**config.mk**
```make
export PLATFORM = sky130hd
export DESIGN_NAME = rca_share_arbiter
export DESIGN_NICKNAME = d
export VERILOG_FILES = /design/src/rtl/rca_share_arbiter.sv
export SDC_FILE = /design/constraint.sdc
export NUM_CORES = 1
export LEC_CHECK = 0
export CORE_ASPECT_RATIO = 1.4
export CORE_MARGIN = 2
export CORE_UTILIZATION = 44
export DETAILED_ROUTE_END_ITERATION = 10
export PLACE_DENSITY = 0.8
export SKIP_LAST_GASP = 1
export SLEW_MARGIN = 20
export SYNTH_ARGS = -nofsm -noshare
export SYNTH_HDL_FRONTEND = slang
export SYNTH_SLANG_ARGS = --single-unit
```
**constraint.sdc**
```tcl
create_clock -name clk -period 3.4 [get_ports clk]
set_input_delay 0.68 -clock clk [delete_from_list [all_inputs] [get_ports clk]]
set_output_delay 0.68 -clock clk [all_outputs]
set_load 0.05 [all_outputs]
```
**src/rtl/rca_share_arbiter.sv**
```systemverilog
// rtl/rca_share_arbiter.sv - round-robin arbiter sharing one ripple-carry adder among R requesters
// Optional macro RCA_SHARE_SUB_EN adds a per-requester sub input (P-Q mode).

module rca #(
    parameter int N = 6
) (
    input  logic [N-1:0] a,
    input  logic [N-1:0] b,
    input  logic         ci,
    output logic [N-1:0] s,
    output logic         co
);

    logic [N:0] c;

    // Ripple the carry bit by bit through N full adders
    always_comb begin
        s    = '0;
        c    = '0;
        c[0] = ci;
        for (int i = 0; i < N; i++) begin
            s[i]   = a[i] ^ b[i] ^ c[i];
            c[i+1] = (a[i] & b[i]) | (c[i] & (a[i] ^ b[i]));
        end
        co = c[N];
    end

endmodule

module rca_share_arbiter #(
    parameter  int N  = 6,
    parameter  int R  = 4,
    localparam int IW = $clog2(R)
) (
    input  logic            clk,
    input  logic            rst_n,
    input  logic [R-1:0]    req,
    input  logic [R*N-1:0]  p_bus,
    input  logic [R*N-1:0]  q_bus,
    input  logic [R-1:0]    cin,
`ifdef RCA_SHARE_SUB_EN
    input  logic [R-1:0]    sub,
`endif
    output logic [R-1:0]    ack,
    output logic            res_valid,
    input  logic            res_ready,
    output logic [N-1:0]    res_sum,
    output logic            res_cout,
    output logic [IW-1:0]   res_id
);

    typedef enum logic [1:0] {
        IDLE    = 2'd0,
        COMPUTE = 2'd1,
        HOLD    = 2'd2
    } state_t;

    state_t        state, state_nxt;
    logic [IW-1:0] ptr;
    logic [IW-1:0] winner;
    logic          any_req;
    logic          grant;
    logic          res_load;

    logic [N-1:0]  op_p, op_q;
    logic          op_cin;
    logic          op_sub;
    logic [IW-1:0] op_id;

    logic [N-1:0]  add_b;
    logic          add_ci;
    logic [N-1:0]  add_s;
    logic          add_co;

    assign any_req = |req;

    // Pick the first requester at or above the pointer, wrapping around
    always_comb begin
        int  idx;
        logic found;
        winner = '0;
        found  = 1'b0;
        idx    = 0;
        for (int k = 0; k < R; k++) begin
            idx = int'(ptr) + k;
            if (idx >= R) idx = idx - R;
            if (!found && req[idx[IW-1:0]]) begin
                found  = 1'b1;
                winner = IW'(idx);
            end
        end
    end

    // State register
    always_ff @(posedge clk or negedge rst_n) begin
        if (!rst_n) state <= IDLE;
        else        state <= state_nxt;
    end

    // Next state; a grant can happen from IDLE or as the result is drained from HOLD
    always_comb begin
        state_nxt = state;
        grant     = 1'b0;
        res_load  = 1'b0;
        case (state)
            IDLE: begin
                if (any_req) begin
                    grant     = 1'b1;
                    state_nxt = COMPUTE;
                end
            end
            COMPUTE: begin
                res_load  = 1'b1;
                state_nxt = HOLD;
            end
            HOLD: begin
                if (res_ready) begin
                    if (any_req) begin
                        grant     = 1'b1;
                        state_nxt = COMPUTE;
                    end else begin
                        state_nxt = IDLE;
                    end
                end
            end
            default: state_nxt = IDLE;
        endcase
    end

    // ack is the grant decode; forced low while reset is held
    assign ack = (grant && rst_n) ? (R'(1) << winner) : '0;

    // Operand latch and round-robin pointer rotation on every grant
    always_ff @(posedge clk or negedge rst_n) begin
        if (!rst_n) begin
            op_p   <= '0;
            op_q   <= '0;
            op_cin <= 1'b0;
            op_sub <= 1'b0;
            op_id  <= '0;
            ptr    <= '0;
        end else if (grant) begin
            op_p   <= p_bus[winner*N +: N];
            op_q   <= q_bus[winner*N +: N];
            op_cin <= cin[winner];
`ifdef RCA_SHARE_SUB_EN
            op_sub <= sub[winner];
`else
            op_sub <= 1'b0;
`endif
            op_id  <= winner;
            ptr    <= (winner == IW'(R-1)) ? '0 : winner + 1'b1;
        end
    end

    // Subtraction is P + ~Q + 1; carry-out then means no borrow
    assign add_b  = op_sub ? ~op_q : op_q;
    assign add_ci = op_sub ? 1'b1  : op_cin;

    rca #(.N(N)) u_rca (
        .a  (op_p),
        .b  (add_b),
        .ci (add_ci),
        .s  (add_s),
        .co (add_co)
    );

    // Result registers: load in COMPUTE, drop valid when the consumer takes it
    always_ff @(posedge clk or negedge rst_n) begin
        if (!rst_n) begin
            res_valid <= 1'b0;
            res_sum   <= '0;
            res_cout  <= 1'b0;
            res_id    <= '0;
        end else if (res_load) begin
            res_valid <= 1'b1;
            res_sum   <= add_s;
            res_cout  <= add_co;
            res_id    <= op_id;
        end else if (state == HOLD && res_ready) begin
            res_valid <= 1'b0;
        end
    end

endmodule
```
; Yosys cells after proc, flatten, opt, wreduce, memory -nomap -nowiden
; Cells that the tools add are included.
[word_totals]
reg_bits = 29
in_bits = 59
output_inout_bits = 14
[op_classes]
n_lt_le_gt_ge = 9
mux = 33
bitwise_logic = 30
n_reduce_logical = 12
multipliers = 1
addsub = 8
n_eq_ne = 5
shifts = 3
[op_table]
columns = operator, count
row1 = indexed part select 24 x 6 -> 6 bit, 2
row2 = two-way mux 2 bit, 11
row3 = < comparator 2 x 3 -> 1 bit (second input constant), 5
row4 = two-way mux 1 bit, 14
row5 = AND 1 bit, 12
row6 = bitwise XOR 1 bit, 12
row7 = binary-select mux 1 bit (select 2 bit), 5
row8 = >= comparator 3 bit (second input constant), 3
row9 = subtractor 2 x 1 -> 2 bit (second input constant), 4
row10 = adder 2 x 2 -> 3 bit (second input constant), 2
row11 = OR 1 bit, 6
row12 = case mux 2 bit (3 select lines), 1
row13 = logical AND 1 bit, 5
row14 = == test 2 bit (second input constant), 2
row15 = multiplier 2 x 2 -> 4 bit (second input constant), 1
row16 = two-way mux 4 bit, 1
row17 = inequality test 2 bit (second input constant), 2
row18 = OR reduction 4 bit, 1
row19 = << shifter 1 x 2 -> 4 bit (first input constant), 1
row20 = adder 2 x 1 -> 3 bit (second input constant), 1
row21 = >= comparator 2 x 3 -> 1 bit (second input constant), 1
row22 = logical NOT 1 bit, 3
row23 = adder 2 x 1 -> 2 bit (second input constant), 1
row24 = == test 2 x 1 -> 1 bit (second input constant), 1
row25 = other kinds (4), 4

; Depth between registers and ports, before layout
; Gate-level depths: netlist of run 1.
[logic_depth]
ltp_word = 16
ltp_mapped = 10
mapped_depth_nobuf = 10

; Modules after synthesis
; Synthesis of run 1 repeated with hierarchy kept, for this count alone.
[unflattened]
hier_cells = 153
area_unflattened_um2 = 1759.2
[by_module_without_submodules]
columns = mod, instances, area_each_um2, seq_area_each_um2, cells_per_inst
row1 = rca_share_arbiter, 1, 1601.5, 725.7, 137
row2 = rca, 1, 157.7, 0.0, 16

; Worst setup path before layout of run 1
; No wires, ideal clock.
[synth_timing]
path_kind = register to register
start = register op_p[0]
end = register res_sum[5]
period_less_slack_ns = 2.819
t_required_ns = 3.317
path_stages_with_launch = 11
n_path_buf = 0
t_arrival_ns = 2.736
slack_ns = 0.581
setup_time_ns = 0.083
path_cell_list = dfrtp_1 > fa_1 > inv_1 > fa_1 > inv_1 > fa_1 > fa_1 > fa_1 > inv_1 > fa_1 > o21ai_0
[synth_between]
elab_chain_cells = 12
elab_cells_between_ends = 13
[synth_rtl]
columns = item, line_no
row1 = "start, declared", 65  ; logic [N-1:0] op_p, op_q;
row2 = "start signal, assigned", 143  ; op_p <= p_bus[winner*N +: N];
row3 = bitwise XOR 1 bit, 23  ; c[i+1] = (a[i] & b[i]) | (c[i] & (a[i] ^ b[i]));
row4 = AND 1 bit, 23
row5 = OR 1 bit (*), 23
row6 = AND 1 bit (*), 23
row7 = OR 1 bit (*), 23
row8 = AND 1 bit (*), 23
row9 = OR 1 bit (*), 23
row10 = AND 1 bit (*), 23
row11 = OR 1 bit (*), 23
row12 = AND 1 bit (*), 23
row13 = OR 1 bit (*), 23
row14 = bitwise XOR 1 bit (*), 22  ; s[i] = a[i] ^ b[i] ^ c[i];
row15 = "end signal, assigned", 177  ; res_sum <= add_s;
row16 = "end, declared", 47  ; output logic [N-1:0] res_sum,
; Mark *: on every way between the ends. The rest lies on a longest branch, timed or not.
; A chain may end at the register's enable or synchronous reset.

; Worst setup path in the final report of run 1
[layout_timing]
start = input req[0]
end = output ack[3]
[layout_between]
elab_chain_cells = 14
elab_cells_between_ends = 28
[layout_rtl]
columns = item, line_no
row1 = "start, declared", 37  ; input logic [R-1:0] req,
row2 = binary-select mux 1 bit (select 2 bit), 87  ; if (!found && req[idx[IW-1:0]]) begin
row3 = two-way mux 1 bit (not written as such), 87
row4 = two-way mux 1 bit, 87
row5 = logical NOT 1 bit, 87
row6 = logical AND 1 bit, 87
row7 = two-way mux 1 bit, 87
row8 = logical NOT 1 bit, 87
row9 = logical AND 1 bit, 87
row10 = two-way mux 1 bit, 87
row11 = logical NOT 1 bit, 87
row12 = logical AND 1 bit, 87
row13 = two-way mux 2 bit (*), 87
row14 = net winner[1], 60  ; logic [IW-1:0] winner;
row15 = << shifter 1 x 2 -> 4 bit (*), 131  ; assign ack = (grant && rst_n) ? (R'(1) << winner) : '0;
row16 = two-way mux 4 bit (*), 131
row17 = "end, declared", 44  ; output logic [R-1:0] ack,
; Mark *: on every way through the listed nets, which the timed path passes. The rest lies on a longest branch. The select of a mux whose other input is x is not followed.

==> run metrics, run 1 <==
CTS-repair resized insts 0; fraction of layout instances using a drive strength above 1 12.12%; clock buffers created by TritonCTS 5; # hold bufs at CTS 0; Synth area leader dfrtp_1; cell types occupying the most area after synthesis dfrtp_1 (38%), mux2i_1 (7.4%), fa_1 (6.3%); final HPWL from detailed placement 3.594 mm; wire length of the first global-routing pass 7.341 mm; mean area per synthesized cell 10.03 µm²; most instantiated library cell after synthesis dfrtp_1; Static Leakage 1.203 nW; number of antenna violations at the first check in global routing 0; critical path fanouts, max 5; number of endpoints with negative hold slack in the final report 0; Post-Synthesis Cells 190; worst voltage drop across the vdd grid between 0.4 and 0.5 mV; time the final worst path needs with I/O delays and setup 3.035 ns; critical path capture point type output port; count of buffers inserted at the top-level ports 72; number of enable-type register cells in the synthesized netlist 0; I/O pin count 73; number of DRC violations after detailed routing 0; arrival time worst endpoint between 2 and 2.5 ns; critical path required time 2.72 ns; highest achievable clock rate 329.4 MHz; Syn. warnings 0; Tightest Pin Transition ~0.71 ns; maximum buffer depth of the clock tree 2; Finished Core Util between 60% and 70%; number of synthesized register bits 29; Post-CTS Setup Repair Bufs 0; clock latency on the worst-skew pair 0.27 ns; total inserted antenna cells 0; r2r setup slk between 0.4 and 0.5 ns; number of endpoints failing setup at the final stage 0; worst-case clock skew 0.006901 ns; Total Nets Final roughly 330; max-slew violation count 0; setup repair after global routing missed its margin no; top cell types by occurrence after synthesis dfrtp_1 (29), nand2_1 (21), mux2i_1 (14); first-pass detailed-route iteration total 4; sequential-to-total area share from yosys stat a little under two fifths; worst hold slack 0.4795 ns; starting density of the core 45.33%; Die Span X 59.62 µm; synthesis-to-layout area growth 45.04%; TritonCTS clock tree done; number of H-tree branching levels 2; fraction of the cycle the final worst path needs 89.28%; combined global-route utilization of all metal layers 19.95%; Cell Area, Synth 1906 µm²; FP Rows 28; Netlist cell types 32; pin count of the biggest net entering global routing 30; power density over cell area 813.9 nW/µm²; antenna violation net count after detailed routing 0; CTS clk-pin slew, worst paths 0.06 ns; Sum Neg Setup Slack 0 ns; class of the most critical hold timing path register to register; share of synthesized registers carrying an async set or reset 100.0%; gpl congestion 0.7956; vias in the first global route 1614; area fraction of the dominant cell type after synthesis 38.08%; die area slightly below 5000 µm²; Clk Tree Root Cell clkbuf_8; crit path kind input port to output port; Post-Synthesis Net Count 259; first-iteration detailed-routing DRC count 34; Die Y 81.87 µm; floorplan core area 4204 µm²; overall power of the completed layout between 2 and 2.5 mW; headroom to the max-slew limit 52.78%; total detailed-routing wirelength between 4 and 5 mm; ratio of routed vias to standard cells 5.440; final design instance area without fill 2764 µm²; count of clock tree sinks 29; post-detailed-placement cell area about 2700 µm²; routed vias 1681; result of the run complete, no violations; top_reg_cell synth dfrtp_1; startpoint types input port; per-cell routed wire length 14.58 µm; overflow left after global routing 0; number of max-cap violations 0
-- final timing paths --
check,to,cells past startpoint,start
worst max-delay path,ack[3],8,req[0]
worst max register to register,res_sum[5],10,op_p[0]
worst min register to register,res_sum[1],2,res_sum[1]
min in group asynchronous,state[0],2,rst_n
worst min-delay path,res_sum[1],2,res_sum[1]
max in group asynchronous,op_q[4],2,rst_n
-- layout make-up --
type                    instances  area, µm²
well taps                      45      56.30
repair buffers                 82      785.8
flip-flops and latches         29      725.7
clock inverters                 1      5.005
fillers                       350       1440
inverters                      12      47.55
clock buffers                   7      96.34
multi-input cells             133       1047
-- metrics by stage --
step / std cells / setup WS (ns)
2_1_floorplan: 190 / 0.5814
3_3_place_gp: 301 / 0.3749
3_5_place_dp: 301 / 0.3509
4_1_cts: 309 / 0.3458
5_1_grt: 309 / 0.2245
6_report: 309 / 0.3646
-- flip-flops by register name, summed over array words and instances, names as in the netlist --
signal and cells:
op_p 6, op_id 2, state 2, res_id 2
ptr 2, res_cout 1, res_sum 6, res_valid 1
op_q 6, op_cin 1
-- cell usage in the layout, fill, tap and decap left out, types with 2 or more instances in the layout --
master           Yosys  final
o211ai_1             9      9
and3_1               4      4
nand2_1             21     21
o31ai_1             13     13
or2_1                2      2
ha_1                 4      4
o21ai_0              6      6
clkdlybuf4s50_1      0     68
nor2_1               2      2
o221ai_1             4      4
nand2b_1             3      3
mux2_2               6      6
a21oi_1              5      5
buf_4                0     14
a211o_1             13     13
mux2i_1             14     14
dfrtp_1             29     29
fa_1                 6      6
clkbuf_8             0      7
nand4_1             13     13
inv_1               11     11
-- where the power goes --
| group | internal [mW] | leakage [nW] | switching [mW] |
|---|---|---|---|
| combinational | 0.554 | 0.793 | 0.761 |
| clock | 0.182 | 0.0542 | 0.119 |
| sequential | 0.522 | 0.355 | 0.111 |
-- metal layers --
| layer | GRT usage [%] | vias up | part of all wire [%] |
|---|---|---|---|
| met1 | 25.45 | 789 | 43 |
| li1 | - | 844 | - |
| met5 | 0 | - | 0 |
| met4 | 7.333 | 0 | 1.3 |
| met3 | 2.677 | 4 | 3.8 |
| met2 | 34.07 | 44 | 52 |
-- cell families after synthesis --
kind of cell	share of synthesized area, %
simple gates	13.66
buf+inv	6.960
mux	10.90
flops	38.08
compound gates	21.47
fa+ha+maj	8.930
-- worst max-delay path, stage by stage --
cell and delay, ns:
clkdlybuf4s50_1 0.54, a21oi_1 0.09, o21a_1 0.18, o22ai_2 0.23, inv_1 0.10, ha_1 0.21
and3_1 0.14, buf_4 0.18
(Power assumes the default switching activity.)
==> run 2: changes to the inputs <==
Settings changed: SLEW_MARGIN 20 to unset.
==> results of run 2 <==
Same layout as run 1: the final DEF is identical, and so are final timing and power.
